[src/rtl/sdram_cpu_arbiter_if.sv]
// Bundle of requester, controller and arbiter signals around the SDRAM CPU channel.
// master = requesters/controller side, slave = arbiter side.
interface sdram_cpu_arbiter_if;
    logic        clkref;
    logic        sd_busy;

    logic        ld_req;
    logic        ld_we;
    logic [23:1] ld_addr;
    logic [15:0] ld_din;
    logic [1:0]  ld_ds;
    logic        ld_ack;

    logic        cpu_req;
    logic        cpu_we;
    logic [23:1] cpu_addr;
    logic [15:0] cpu_din;
    logic [1:0]  cpu_ds;
    logic        cpu_ack;

    logic        bs_req;
    logic        bs_we;
    logic [19:0] bs_addr;
    logic [7:0]  bs_din;
    logic        bs_ack;

    logic [15:0] rdata;

    logic        sd_rd;
    logic        sd_wr;
    logic [23:1] sd_addr;
    logic [15:0] sd_din;
    logic [1:0]  sd_ds;
    logic [15:0] sd_dout;

    modport master (
        output clkref, sd_busy,
        output ld_req, ld_we, ld_addr, ld_din, ld_ds,
        input  ld_ack,
        output cpu_req, cpu_we, cpu_addr, cpu_din, cpu_ds,
        input  cpu_ack,
        output bs_req, bs_we, bs_addr, bs_din,
        input  bs_ack,
        input  rdata,
        input  sd_rd, sd_wr, sd_addr, sd_din, sd_ds,
        output sd_dout
    );

    modport slave (
        input  clkref, sd_busy,
        input  ld_req, ld_we, ld_addr, ld_din, ld_ds,
        output ld_ack,
        input  cpu_req, cpu_we, cpu_addr, cpu_din, cpu_ds,
        output cpu_ack,
        input  bs_req, bs_we, bs_addr, bs_din,
        output bs_ack,
        output rdata,
        output sd_rd, sd_wr, sd_addr, sd_din, sd_ds,
        input  sd_dout
    );
endinterface

[src/rtl/sdram_cpu_arbiter.sv]
// Shares the SDRAM CPU channel between loader, SNES CPU and BSRAM, one access
// per clkref period; loader has strict priority, CPU/BSRAM alternate round-robin.
module sdram_cpu_arbiter #(
    parameter logic [23:0] BSRAM_BASE = 24'hF00000
) (
    input  logic                clk,
    input  logic                resetn,
    sdram_cpu_arbiter_if.slave  bus
);
    typedef enum logic {S_IDLE, S_ACTIVE} state_t;

    localparam logic [1:0] P_LD   = 2'd0;
    localparam logic [1:0] P_CPU  = 2'd1;
    localparam logic [1:0] P_BS   = 2'd2;
    localparam logic       RR_CPU = 1'b0;
    localparam logic       RR_BS  = 1'b1;
    localparam logic [3:0] BS_HI  = BSRAM_BASE[23:20];

    state_t      r_state;
    state_t      w_state_nxt;
    logic        r_clkref;
    logic [1:0]  r_gnt;
    logic        r_we;
    logic        r_bs_lsb;
    logic        r_rr;
    logic        r_sd_rd;
    logic        r_sd_wr;
    logic [23:1] r_sd_addr;
    logic [15:0] r_sd_din;
    logic [1:0]  r_sd_ds;
    logic [15:0] r_rdata;
    logic        r_ld_ack;
    logic        r_cpu_ack;
    logic        r_bs_ack;

    logic        w_rise;
    logic        w_ack_fire;
    logic        w_ld_elig;
    logic        w_cpu_elig;
    logic        w_bs_elig;
    logic        w_grant;
    logic [1:0]  w_sel;

    assign w_rise = bus.clkref & ~r_clkref;

    // State register
    always_ff @(posedge clk or negedge resetn) begin
        if (!resetn) r_state <= S_IDLE;
        else         r_state <= w_state_nxt;
    end

    // Next-state logic
    always_comb begin
        w_state_nxt = r_state;
        case (r_state)
            S_IDLE:   if (w_grant) w_state_nxt = S_ACTIVE;
            S_ACTIVE: if (w_rise)  w_state_nxt = w_grant ? S_ACTIVE : S_IDLE;
            default:  w_state_nxt = S_IDLE;
        endcase
    end

    // Ack/grant decisions; the port being acked sits out this edge's arbitration
    always_comb begin
        w_ack_fire = w_rise && (r_state == S_ACTIVE);
        w_ld_elig  = bus.ld_req  && !(w_ack_fire && (r_gnt == P_LD));
        w_cpu_elig = bus.cpu_req && !(w_ack_fire && (r_gnt == P_CPU));
        w_bs_elig  = bus.bs_req  && !(w_ack_fire && (r_gnt == P_BS));
        w_grant    = 1'b0;
        w_sel      = P_LD;
        if (w_rise && !bus.sd_busy) begin
            if (w_ld_elig) begin
                w_grant = 1'b1;
                w_sel   = P_LD;
            end else if (w_cpu_elig && (!w_bs_elig || (r_rr == RR_CPU))) begin
                w_grant = 1'b1;
                w_sel   = P_CPU;
            end else if (w_bs_elig) begin
                w_grant = 1'b1;
                w_sel   = P_BS;
            end
        end
    end

    // Datapath: ack/capture of the finishing access, then load of the new grant
    always_ff @(posedge clk or negedge resetn) begin
        if (!resetn) begin
            r_clkref  <= 1'b0;
            r_gnt     <= P_LD;
            r_we      <= 1'b0;
            r_bs_lsb  <= 1'b0;
            r_rr      <= RR_CPU;
            r_sd_rd   <= 1'b0;
            r_sd_wr   <= 1'b0;
            r_sd_addr <= 23'd0;
            r_sd_din  <= 16'd0;
            r_sd_ds   <= 2'd0;
            r_rdata   <= 16'd0;
            r_ld_ack  <= 1'b0;
            r_cpu_ack <= 1'b0;
            r_bs_ack  <= 1'b0;
        end else begin
            r_clkref  <= bus.clkref;
            r_ld_ack  <= 1'b0;
            r_cpu_ack <= 1'b0;
            r_bs_ack  <= 1'b0;
            if (w_ack_fire) begin
                r_sd_rd   <= 1'b0;
                r_sd_wr   <= 1'b0;
                r_ld_ack  <= (r_gnt == P_LD);
                r_cpu_ack <= (r_gnt == P_CPU);
                r_bs_ack  <= (r_gnt == P_BS);
                if (!r_we) begin
                    if (r_gnt == P_BS)
                        r_rdata <= {8'h00, r_bs_lsb ? bus.sd_dout[15:8] : bus.sd_dout[7:0]};
                    else
                        r_rdata <= bus.sd_dout;
                end
            end
            if (w_grant) begin
                r_gnt <= w_sel;
                case (w_sel)
                    P_CPU: begin
                        r_we      <= bus.cpu_we;
                        r_sd_rd   <= ~bus.cpu_we;
                        r_sd_wr   <= bus.cpu_we;
                        r_sd_addr <= bus.cpu_addr;
                        r_sd_din  <= bus.cpu_din;
                        r_sd_ds   <= bus.cpu_ds;
                        r_rr      <= RR_BS;
                    end
                    P_BS: begin
                        r_we      <= bus.bs_we;
                        r_sd_rd   <= ~bus.bs_we;
                        r_sd_wr   <= bus.bs_we;
                        r_sd_addr <= {BS_HI, bus.bs_addr[19:1]};
                        r_sd_din  <= {bus.bs_din, bus.bs_din};
                        r_sd_ds   <= bus.bs_addr[0] ? 2'b10 : 2'b01;
                        r_bs_lsb  <= bus.bs_addr[0];
                        r_rr      <= RR_CPU;
                    end
                    default: begin
                        r_we      <= bus.ld_we;
                        r_sd_rd   <= ~bus.ld_we;
                        r_sd_wr   <= bus.ld_we;
                        r_sd_addr <= bus.ld_addr;
                        r_sd_din  <= bus.ld_din;
                        r_sd_ds   <= bus.ld_ds;
                    end
                endcase
            end
        end
    end

    assign bus.sd_rd   = r_sd_rd;
    assign bus.sd_wr   = r_sd_wr;
    assign bus.sd_addr = r_sd_addr;
    assign bus.sd_din  = r_sd_din;
    assign bus.sd_ds   = r_sd_ds;
    assign bus.rdata   = r_rdata;
    assign bus.ld_ack  = r_ld_ack;
    assign bus.cpu_ack = r_cpu_ack;
    assign bus.bs_ack  = r_bs_ack;
endmodule

[src/flat_wrapper.sv]
// flat-port wrapper written by rule: the top's interface ports become plain ports
module sdram_cpu_arbiter_flat 
#(
    parameter logic [23:0] BSRAM_BASE = 24'hF00000
)
  (clk, resetn, bus_clkref, bus_sd_busy, bus_ld_req, bus_ld_we, bus_ld_addr, bus_ld_din, bus_ld_ds, bus_ld_ack, bus_cpu_req, bus_cpu_we, bus_cpu_addr, bus_cpu_din, bus_cpu_ds, bus_cpu_ack, bus_bs_req, bus_bs_we, bus_bs_addr, bus_bs_din, bus_bs_ack, bus_rdata, bus_sd_rd, bus_sd_wr, bus_sd_addr, bus_sd_din, bus_sd_ds, bus_sd_dout);
  sdram_cpu_arbiter_if bus_i ();
  input  logic clk;
  input  logic resetn;
  input wire logic [$bits(bus_i.clkref)-1:0] bus_clkref;
  input wire logic [$bits(bus_i.sd_busy)-1:0] bus_sd_busy;
  input wire logic [$bits(bus_i.ld_req)-1:0] bus_ld_req;
  input wire logic [$bits(bus_i.ld_we)-1:0] bus_ld_we;
  input wire logic [$bits(bus_i.ld_addr)-1:0] bus_ld_addr;
  input wire logic [$bits(bus_i.ld_din)-1:0] bus_ld_din;
  input wire logic [$bits(bus_i.ld_ds)-1:0] bus_ld_ds;
  output wire logic [$bits(bus_i.ld_ack)-1:0] bus_ld_ack;
  input wire logic [$bits(bus_i.cpu_req)-1:0] bus_cpu_req;
  input wire logic [$bits(bus_i.cpu_we)-1:0] bus_cpu_we;
  input wire logic [$bits(bus_i.cpu_addr)-1:0] bus_cpu_addr;
  input wire logic [$bits(bus_i.cpu_din)-1:0] bus_cpu_din;
  input wire logic [$bits(bus_i.cpu_ds)-1:0] bus_cpu_ds;
  output wire logic [$bits(bus_i.cpu_ack)-1:0] bus_cpu_ack;
  input wire logic [$bits(bus_i.bs_req)-1:0] bus_bs_req;
  input wire logic [$bits(bus_i.bs_we)-1:0] bus_bs_we;
  input wire logic [$bits(bus_i.bs_addr)-1:0] bus_bs_addr;
  input wire logic [$bits(bus_i.bs_din)-1:0] bus_bs_din;
  output wire logic [$bits(bus_i.bs_ack)-1:0] bus_bs_ack;
  output wire logic [$bits(bus_i.rdata)-1:0] bus_rdata;
  output wire logic [$bits(bus_i.sd_rd)-1:0] bus_sd_rd;
  output wire logic [$bits(bus_i.sd_wr)-1:0] bus_sd_wr;
  output wire logic [$bits(bus_i.sd_addr)-1:0] bus_sd_addr;
  output wire logic [$bits(bus_i.sd_din)-1:0] bus_sd_din;
  output wire logic [$bits(bus_i.sd_ds)-1:0] bus_sd_ds;
  input wire logic [$bits(bus_i.sd_dout)-1:0] bus_sd_dout;
  assign bus_i.clkref = bus_clkref;
  assign bus_i.sd_busy = bus_sd_busy;
  assign bus_i.ld_req = bus_ld_req;
  assign bus_i.ld_we = bus_ld_we;
  assign bus_i.ld_addr = bus_ld_addr;
  assign bus_i.ld_din = bus_ld_din;
  assign bus_i.ld_ds = bus_ld_ds;
  assign bus_ld_ack = bus_i.ld_ack;
  assign bus_i.cpu_req = bus_cpu_req;
  assign bus_i.cpu_we = bus_cpu_we;
  assign bus_i.cpu_addr = bus_cpu_addr;
  assign bus_i.cpu_din = bus_cpu_din;
  assign bus_i.cpu_ds = bus_cpu_ds;
  assign bus_cpu_ack = bus_i.cpu_ack;
  assign bus_i.bs_req = bus_bs_req;
  assign bus_i.bs_we = bus_bs_we;
  assign bus_i.bs_addr = bus_bs_addr;
  assign bus_i.bs_din = bus_bs_din;
  assign bus_bs_ack = bus_i.bs_ack;
  assign bus_rdata = bus_i.rdata;
  assign bus_sd_rd = bus_i.sd_rd;
  assign bus_sd_wr = bus_i.sd_wr;
  assign bus_sd_addr = bus_i.sd_addr;
  assign bus_sd_din = bus_i.sd_din;
  assign bus_sd_ds = bus_i.sd_ds;
  assign bus_i.sd_dout = bus_sd_dout;
  sdram_cpu_arbiter #(.BSRAM_BASE(BSRAM_BASE)) u_core (.clk(clk), .resetn(resetn), .bus(bus_i));
endmodule
[config.mk]
export PLATFORM = sky130hd
export DESIGN_NAME = sdram_cpu_arbiter_flat
export DESIGN_NICKNAME = d
export VERILOG_FILES = /design/src/rtl/sdram_cpu_arbiter_if.sv /design/src/rtl/sdram_cpu_arbiter.sv /design/src/flat_wrapper.sv
export SDC_FILE = /design/constraint.sdc
export NUM_CORES = 1
export LEC_CHECK = 0
export ABC_AREA = 1
export BUFFER_PORTS_ARGS = -buffer_cell sky130_fd_sc_hd__buf_4
export CORE_AREA = 10 10 106 108
export DETAILED_ROUTE_END_ITERATION = 8
export DIE_AREA = 0 0 116 118
export PLACE_DENSITY_LB_ADDON = 0.3
export SKIP_LAST_GASP = 1
export SYNTH_ARGS = -nofsm -noshare
export SYNTH_HDL_FRONTEND = slang
export SYNTH_SLANG_ARGS = --single-unit
[constraint.sdc]
create_clock -name clk -period 2.25 [get_ports clk]
set_input_delay 0.675 -clock clk [delete_from_list [all_inputs] [get_ports clk]]
set_output_delay 0.675 -clock clk [all_outputs]
set_load 0.02 [all_outputs]
==> results of run 1 <==
-- registers in the layout, indices dropped and copies added (netlist names) --
name,flops
u_core.bus.sd_addr,23
u_core.bus.ld_ack,1
u_core.bus.sd_wr,1
u_core.r_gnt,2
u_core.bus.rdata,16
u_core.bus.sd_rd,1
u_core.r_we,1
u_core.bus.sd_din,16
u_core.r_rr,1
u_core.bus.sd_ds,2
u_core.bus.bs_ack,1
u_core.r_clkref,1
u_core.bus.cpu_ack,1
u_core.r_bs_lsb,1
u_core.r_state,1
-- path summary, 6_finish.rpt --
check                      depth (start not counted)                      to  slack (ns)
setup / recovery                                  13  u_core.bus.sd_addr[21]        0.07
hold reg to reg                                    2   u_core.bus.sd_addr[3]        0.49
max in group asynchronous                          2         u_core.r_gnt[1]        1.40
setup reg to reg                                  11  u_core.bus.sd_addr[21]        0.12
min in group clk                                   2   u_core.bus.sd_addr[3]        0.49
hold / removal                                     1    u_core.bus.sd_din[1]        0.28
-- critical path, cell delays in order --
cell and delay (ns):
buf_4 0.13, inv_2 0.08, nor2_1 0.05, nand3_1 0.08, nand2_1 0.09, buf_4 0.15, nand4_1 0.13, inv_2 0.06
ha_4 0.32, clkinvlp_4 0.16, clkbuf_16 0.21, o21ai_0 0.17, o21ai_1 0.08
-- cell families (layout without fill, tap and decap cells) --
| family | Yosys count | count (layout) | synth area share |
|---|---|---|---|
| AOI/OAI and AO/OA | 124 | 124 | 0.211 |
| adders and majority gates | 2 | 2 | 0.00682 |
| buffers and inverters | 53 | 265 | 0.0648 |
| DFF | 69 | 69 | 0.471 |
| muxes | 17 | 17 | 0.0464 |
| and+or+nand+nor | 171 | 171 | 0.201 |
-- final cells by class --
type	count	area, sq um
flip-flops and latches	69	1730
inverters	22	88.8
fillers	785	3300
multi-input cells	314	1750
well taps	111	139
clock inverters	6	113
repair buffers	228	1870
clock buffers	9	124
-- per-stage QoR --
step / setup slack [ns] / area (sq um) / power [mW] / hold slack [ns]
after floorplan: -0.0305 / 3740 / 2.34 / 0.379
after global placement: -0.255 / 5440 / 3.10 / 0.469
after detailed placement: -0.346 / 5440 / 3.14 / 0.474
after CTS: 0.0159 / 5680 / 4.35 / 0.290
after global routing: -0.0358 / 5810 / 4.57 / 0.303
final: 0.0696 / 5810 / 4.33 / 0.284
-- power groups by stage --
stage / Combinational (mW) / Clock (mW) / Sequential [mW]
final: 1.45 / 1.20 / 1.68
after global routing: 1.57 / 1.29 / 1.71
after CTS: 1.45 / 1.23 / 1.68
after detailed placement: 1.45 / 0 / 1.70
after global placement: 1.42 / 0 / 1.68
after floorplan: 0.363 / 0 / 1.98
-- per-layer routing --
| metal | wire length [microns] | track usage | part of all wire |
|---|---|---|---|
| met5 | 0 | 0 | 0 |
| met4 | 297 | 0.0642 | 0.022 |
| met3 | 1230 | 0.0714 | 0.093 |
| met2 | 6360 | 0.293 | 0.48 |
| met1 | 5320 | 0.215 | 0.40 |
-- cell usage after synthesis --
library cell,number,share of area
nand2_1,121,0.12
dfrtp_1,69,0.47
o21ai_0,59,0.080
a21boi_0,20,0.041
a22o_1,20,0.048
inv_1,19,0.019
nand3_1,19,0.026
mux2i_1,17,0.046
clkbuf_1,14,0.014
nor2_1,14,0.014
o21ai_1,14,0.019
nand4_1,12,0.020
buf_2,11,0.015
a31oi_1,8,0.014
buf_1,3,0.0031
buf_6,3,0.0092
ha_1,2,0.0068
inv_2,2,0.0020
nand2_4,2,0.0061
a21oi_1,1,0.0014
inv_4,1,0.0017
nand3_2,1,0.0027
nand3_4,1,0.0048
nor3_2,1,0.0027
o21ai_4,1,0.0044
o21bai_2,1,0.0031
-- timing repair --
item	in CTS	in global routing
resized for setup	1	37
setup endpoints to repair	1	45
buffers inserted	0	4
hold buffers	0	0
pin swaps	0	5
cloned	0	2
==> reports/metrics.cfg, run 1 <==
[global_route]
grt_pass1_vias=4042
grt_start_max_net_pins=47
track_usage=0.183
antenna_found_initial=0
grt_overflow_total=0
grt_pass1_wl_microns=20300

[timing]
rsz0062_at_grt=yes
final_max_slew_viol_count=0
min_period_ns=2.18
max_freq_ghz=0.459
period_share=0.969
finalClockSkew_ns=0.0126
hold_viol=0
fin_setup_tns_ns=0
worstMarginPinSlew_ns=0.468
setup_viol=0
slew_headroom=0.688

[logic_synthesis]
ys_ff_latch=69
synth_cell_types=26
synth_cells=436
syn-mean-instance-area_sq_um=8.42
syn-num-nets=574
synth_warnings=0
yosysSeqAreaShare=0.471
netlist_area_sq_um=3670

[clocking]
clock-sinks=69
clk_pin_slew_ns=0.08
clock_latency_ns=0.34
htree_levels=3
clock-root-buffer=clkbuf_8
clk_path_buf_depth=2
cts_buffers=9
cts_tree=done

[power]
power.switching_mw=1.41
cell_internal_pwr_mw=2.92
netSwitchingFraction=0.326
p_clk_frac=0.278
pwr_density_cell_nw_per_um2=746
combPwrFrac=0.335
leakage_nw=3.08
seqPwrFrac=0.387
ir_drop_mv=0.328

[floorplanning]
die_w_microns=116
core-area_sq_um=9110
die_h_microns=118
pin_count=198
start_util=0.403
row_count=35
dieArea_sq_um=13700

[routing]
drtIter0Drc=193
routed_wl_microns=13200
wire_per_inst_microns=17.4
ant_nets=0
first_pass_iters=4
vias=3810
viasPerCell=5.02
drc=0

[critical_path]
critPathRequiredTime_ns=2.46
worstPathArrival_ns=2.39
cp-end-kind=flip-flop
critPathKind=primary input to flip-flop
worstPathMaxFanout=13
r2r_start=u_core.r_gnt[1]
crit_path_start=bus_clkref
cp-start-kind=primary input

[layout]
fin_cells=759
final_cell_mix=215 x buf_4, 120 x nand2_1, 66 x dfrtp_1, 41 x o21ai_0, 32 x o21ai_1
final_common_cell=buf_4
nets=782
drive_above_1_share=0.409
areaGrowthSynthToFinish_pct=58.3
postLayoutCoreUtil=0.638
diodes=0

[place]
place_congestion=0.898
dp_hpwl_microns=10600
port_buffers=197
dp.cells=738

[outcome]
status=complete, no violations

[run]
max-cap-violations=0

[min_path]
hold_class=primary input to asynchronous set/reset pin

No activity file was read; power rests on OpenSTA's default activity.
==> inputs of run 2 (changes only) <==
--- a/config.mk
+++ b/config.mk
@@ -10,7 +10,7 @@
 export CORE_AREA = 10 10 106 108
 export DETAILED_ROUTE_END_ITERATION = 8
 export DIE_AREA = 0 0 116 118
-export PLACE_DENSITY_LB_ADDON = 0.3
+export PLACE_DENSITY = 0.79
 export SKIP_LAST_GASP = 1
 export SYNTH_ARGS = -nofsm -noshare
 export SYNTH_HDL_FRONTEND = slang
==> reports/metrics.cfg, run 2 (synthesis gave the netlist of run 1 again) <==
[outcome]
status=complete, no violations  ; unchanged

[power]
ir_drop_mv=0.437  ; was 0.328 mV
pwr_density_cell_nw_per_um2=724  ; was 746 nW/um^2
leakage_nw=3.12  ; was 3.08 nW
power_mw=4.30  ; was 4.33 mW

[clocking]
cts_tree=done  ; unchanged
clk_pin_slew_ns=0.08  ; about the same
clk_path_buf_depth=2  ; unchanged
holdBufCountCts=0  ; unchanged
htree_levels=3  ; unchanged
clock-sinks=69  ; unchanged
cts_buffers=9  ; unchanged
clock-root-buffer=clkbuf_8  ; unchanged
clock_latency_ns=0.33  ; was 0.34 ns

[routing]
drc=0  ; unchanged
wire_per_inst_microns=18.0  ; was 17.4 microns
vias=4011  ; was 3,810
ant_nets=0  ; unchanged
viasPerCell=5.25  ; was 5.02
first_pass_iters=5  ; was 4
drtIter0Drc=367  ; was 193
routed_wl_microns=13800  ; was 13,200 microns

[timing]
hold_viol=0  ; unchanged
rsz0062_at_grt=yes  ; unchanged
worstMarginPinSlew_ns=0.411  ; was 0.468 ns
period_share=0.991  ; was 0.969
min_period_ns=2.23  ; was 2.18 ns
slew_headroom=0.726  ; was 0.688
final_max_slew_viol_count=0  ; unchanged
setup_viol=0  ; unchanged
finalClockSkew_ns=0.00969  ; was 0.0126 ns
max_freq_ghz=0.449  ; was 0.459 GHz

[place]
place_congestion=0.891  ; was 0.898
dp_hpwl_microns=10100  ; was 10,600 microns
port_buffers=197  ; unchanged

[floorplanning]
row_count=35  ; unchanged
pin_count=198  ; unchanged
dieArea_sq_um=13700  ; unchanged
start_util=0.403  ; unchanged
die_h_microns=118  ; unchanged
core-area_sq_um=9110  ; unchanged
die_w_microns=116  ; unchanged

[critical_path]
r2r_start=u_core.r_gnt[1]  ; unchanged
cp-start-kind=flip-flop  ; was primary input
cp-end-kind=flip-flop  ; unchanged
worstPathArrival_ns=2.49  ; was 2.39 ns
critPathKind=flip-flop to flip-flop  ; was primary input to flip-flop
crit_path_start=u_core.r_gnt[1]  ; was bus_clkref
critPathRequiredTime_ns=2.51  ; was 2.46 ns
worstPathMaxFanout=9  ; was 13

[layout]
largest_reg_flops=23  ; unchanged
diodes=0  ; unchanged
final_common_cell=buf_4  ; unchanged
areaGrowthSynthToFinish_pct=61.7  ; was 58.3%
final_cell_mix=218 x buf_4, 116 x nand2_1, 66 x dfrtp_1, 41 x o21ai_1, 27 x o21ai_0  ; was 215 x buf_4, 120 x nand2_1, 66 x dfrtp_1, 41 x o21ai_0, 32 x o21ai_1
nets=786  ; was 782
num-fill-cells=737  ; was 785
drive_above_1_share=0.435  ; was 0.409
postLayoutCoreUtil=0.651  ; was 0.638

[global_route]
antenna_found_initial=0  ; unchanged
grt_pass1_vias=4081  ; was 4,042
track_usage=0.182  ; was 0.183
grt_overflow_total=0  ; unchanged
grt_pass1_wl_microns=20300  ; about the same
grt_start_max_net_pins=63  ; was 47

[run]
max-cap-violations=0  ; unchanged

[min_path]
hold_class=primary input to asynchronous set/reset pin  ; unchanged

[run 2: stage by stage]
stage | setup TNS (ns) | cells | hold slack (ns) | cell area (sq um) | setup slack (ns)
after global placement | -6.59 | 733 | 0.466 | 5410 | -0.234
final | 0 | 764 | 0.262 | 5930 | 0.0211
after detailed placement | -10.52 | 733 | 0.462 | 5410 | -0.309
after floorplan | -0.509 | 436 | 0.379 | 3740 | -0.0305
after CTS | 0 | 750 | 0.260 | 5640 | 0.00614
after global routing | -1.35 | 764 | 0.271 | 5930 | -0.125
[run 2: repair_timing]
item / 4_1_cts / 5_1_grt
cloned: 0 / 3
setup buffers: 1 / 11
resized for setup: 2 / 69
setup endpoints to repair: 7 / 45
pin swaps: 1 / 22
[run 2: cell type report]
type / count / area, sq um / area share
timing repair buffer: 232 / 1920 / 0.324
multi-input combinational: 314 / 1830 / 0.308
sequential: 69 / 1730 / 0.292
tap: 111 / 139 / 0.0234
clock buffer: 10 / 138 / 0.0232
inverter: 22 / 88.8 / 0.0150
clock inverter: 6 / 86.3 / 0.0146
[run 2: where the power goes]
part | internal (mW) | total, mW | leakage, nW | switching [mW]
registers | 1.51 | 1.69 | 0.858 | 0.181
clock network | 0.652 | 1.13 | 0.112 | 0.474
logic | 0.695 | 1.48 | 2.15 | 0.787
total | 2.85 | 4.30 | 3.12 | 1.44
[run 2: final timing paths]
| check | cells after the start | to | slack, ns |
|---|---|---|---|
| max | 13 | u_core.bus.sd_din[15] | 0.02 |
| min in group clk | 1 | u_core.r_clkref | 0.49 |
| max in group asynchronous | 2 | u_core.bus.sd_addr[4] | 1.43 |
| min | 1 | u_core.r_state | 0.26 |
| max reg2reg | 13 | u_core.bus.sd_din[15] | 0.02 |
| min reg2reg | 2 | u_core.bus.sd_addr[10] | 0.49 |
[run 2: metal layers]
layer | track usage | up-vias | wire [microns] | part of all wire
li1 | - | 1913 | - | -
met1 | 0.215 | 1847 | 5390 | 0.39
met2 | 0.305 | 221 | 6910 | 0.50
met3 | 0.0556 | 30 | 1180 | 0.086
met4 | 0.0556 | 0 | 297 | 0.022
met5 | 0 | - | 0 | 0
[run 2: critical path: stages, from the launching register on]
cell	delay (ns)
dfrtp_2	0.48
buf_12	0.15
nand2_8	0.06
o21ai_4	0.07
buf_4	0.15
nor2_4	0.08
nand2_2	0.07
inv_2	0.08
ha_4	0.18
clkinvlp_4	0.18
clkbuf_16	0.21
o21ai_0	0.21
mux2i_1	0.10
o21ai_1	0.14
==> inputs of run 3 (changes only) <==
--- a/config.mk
+++ b/config.mk
@@ -10,6 +10,7 @@
 export CORE_AREA = 10 10 106 108
 export DETAILED_ROUTE_END_ITERATION = 8
 export DIE_AREA = 0 0 116 118
+export MAX_ROUTING_LAYER = met4
 export PLACE_DENSITY = 0.79
 export SKIP_LAST_GASP = 1
 export SYNTH_ARGS = -nofsm -noshare
==> reports/metrics.cfg, run 3 (synthesis gave the netlist of run 1 again) <==
[outcome]
status=complete, no violations  ; unchanged

[place]
place_congestion=0.906  ; was 0.891
dpl_cell_area_sq_um=5410  ; unchanged
dp_hpwl_microns=10100  ; unchanged
port_buffers=197  ; unchanged

[layout]
final_cell_mix=217 x buf_4, 116 x nand2_1, 66 x dfrtp_1, 41 x o21ai_1, 27 x o21ai_0  ; was 218 x buf_4, 116 x nand2_1, 66 x dfrtp_1, 41 x o21ai_1, 27 x o21ai_0
final_area_sq_um=5930  ; about the same
areaGrowthSynthToFinish_pct=61.5  ; was 61.7%
postLayoutCoreUtil=0.651  ; about the same
nets=785  ; was 786
largest_reg_flops=23  ; unchanged
multiInputGateArea_sq_um=1830  ; unchanged
final_common_cell=buf_4  ; unchanged
num-fill-cells=737  ; unchanged
seq_area_sq_um=1730  ; unchanged
drive_above_1_share=0.434  ; was 0.435
diodes=0  ; unchanged

[floorplanning]
dieArea_sq_um=13700  ; unchanged
start_util=0.403  ; unchanged
die_h_microns=118  ; unchanged
row_count=35  ; unchanged
die_w_microns=116  ; unchanged
pin_count=198  ; unchanged
core-area_sq_um=9110  ; unchanged

[power]
cell_internal_pwr_mw=2.85  ; about the same
pwr_density_cell_nw_per_um2=724  ; about the same
combPwrFrac=0.345  ; about the same
p_clk_frac=0.261  ; was 0.262
leakage_nw=3.12  ; about the same
seqPwrFrac=0.394  ; was 0.393
ir_drop_mv=0.435  ; was 0.437 mV
power.switching_mw=1.44  ; about the same
netSwitchingFraction=0.335  ; was 0.336

[critical_path]
rr_worst_depth=13  ; unchanged
worstPathArrival_ns=2.49  ; about the same
worstPathMaxFanout=9  ; unchanged
cp-start-kind=flip-flop  ; unchanged
critPathKind=flip-flop to flip-flop  ; unchanged
r2r-end=u_core.bus.sd_din[15]  ; unchanged
reg2reg_slack_ns=0.03  ; was 0.02 ns
cp-end-kind=flip-flop  ; unchanged
critPathRequiredTime_ns=2.51  ; about the same
r2r_start=u_core.r_gnt[1]  ; unchanged

[clocking]
clk_path_buf_depth=2  ; unchanged
cts_tree=done  ; unchanged
htree_levels=3  ; unchanged
clock-sinks=69  ; unchanged
cts_buffers=9  ; unchanged
clock_latency_ns=0.33  ; about the same
clock-root-buffer=clkbuf_8  ; unchanged
clk_pin_slew_ns=0.08  ; about the same

[timing]
finalClockSkew_ns=0.00914  ; was 0.00969 ns
worstMarginPinSlew_ns=0.413  ; was 0.411 ns
hold_viol=0  ; unchanged
final_max_slew_viol_count=0  ; unchanged
holdWs_ns=0.265  ; was 0.262 ns
rsz0062_at_grt=yes  ; unchanged
min_period_ns=2.22  ; was 2.23 ns
period_share=0.989  ; was 0.991
max_freq_ghz=0.450  ; was 0.449 GHz
slew_headroom=0.725  ; was 0.726
setup_viol=0  ; unchanged

[routing]
drc=0  ; unchanged
wire_per_inst_microns=17.9  ; was 18.0 microns
vias=3988  ; was 4,011
routed_wl_microns=13700  ; was 13,800 microns
ant_nets=0  ; unchanged
viasPerCell=5.23  ; was 5.25
drtIter0Drc=329  ; was 367
first_pass_iters=5  ; unchanged

[global_route]
grt_pass1_vias=4094  ; was 4,081
grt_pass1_wl_microns=20300  ; about the same
grt_start_max_net_pins=63  ; unchanged
antenna_found_initial=0  ; unchanged
grt_overflow_total=0  ; unchanged
track_usage=0.187  ; was 0.182

[run]
max-cap-violations=0  ; unchanged

[min_path]
hold_class=primary input to asynchronous set/reset pin  ; unchanged

[run 3: area by class of cell]
type	instances	area share
clock buffer	10	0.0232
clock inverter	6	0.0146
inverter	22	0.0150
multi-input combinational	314	0.308
sequential	69	0.292
tap	111	0.0234
timing repair buffer	231	0.323
[run 3: layer usage]
metal	vias to the layer above	global-route usage	part of all wire
met4	0	0.0556	0.024
met2	192	0.305	0.50
met1	1851	0.218	0.40
li1	1912	-	-
met5	-	-	0
met3	33	0.0484	0.074
[run 3: power groups by stage]
| stage | clock network [mW] | registers (mW) | logic, mW |
|---|---|---|---|
| final | 1.12 | 1.69 | 1.48 |
| after global routing | 1.21 | 1.72 | 1.60 |
| after CTS | 1.15 | 1.68 | 1.43 |
| after detailed placement | 0 | 1.69 | 1.43 |
| after global placement | 0 | 1.69 | 1.40 |
| after floorplan | 0 | 1.98 | 0.363 |
[run 3: worst max path at each step]
stage                       endpoint  depth (start not counted)             from
6_report       u_core.bus.sd_din[15]                         13  u_core.r_gnt[1]
2_1_floorplan  u_core.bus.sd_din[10]                         10       bus_clkref
3_3_place_gp        u_core.bus.sd_rd                         13       bus_clkref
5_1_grt         u_core.bus.sd_din[9]                         13  u_core.r_clkref
3_5_place_dp        u_core.bus.sd_rd                         13       bus_clkref
4_1_cts             u_core.bus.sd_rd                         13  u_core.r_clkref
[run 3: through the flow]
step | setup WS, ns | std cells | total power [mW] | setup TNS [ns]
6_report | 0.0258 | 763 | 4.29 | 0
3_3_place_gp | -0.234 | 733 | 3.09 | -6.59
2_1_floorplan | -0.0305 | 436 | 2.34 | -0.509
4_1_cts | 0.00614 | 750 | 4.26 | 0
5_1_grt | -0.104 | 763 | 4.53 | -0.900
3_5_place_dp | -0.309 | 733 | 3.12 | -10.52
[run 3: worst max-delay path, stage by stage (launching register included)]
cell	delay [ns]
dfrtp_2	0.47
buf_12	0.15
nand2_8	0.06
o21ai_4	0.07
buf_4	0.15
nor2_4	0.08
nand2_2	0.07
inv_2	0.08
ha_4	0.18
clkinvlp_4	0.17
clkbuf_16	0.21
o21ai_0	0.20
mux2i_1	0.10
o21ai_1	0.14
[run 3: timing repair]
item | CTS | global route
setup buffers | 1 | 10
hold buffers | 0 | 0
pin swaps | 1 | 21
cloned | 0 | 3
endpoints found under the setup margin | 7 | 45
resized for setup | 2 | 70
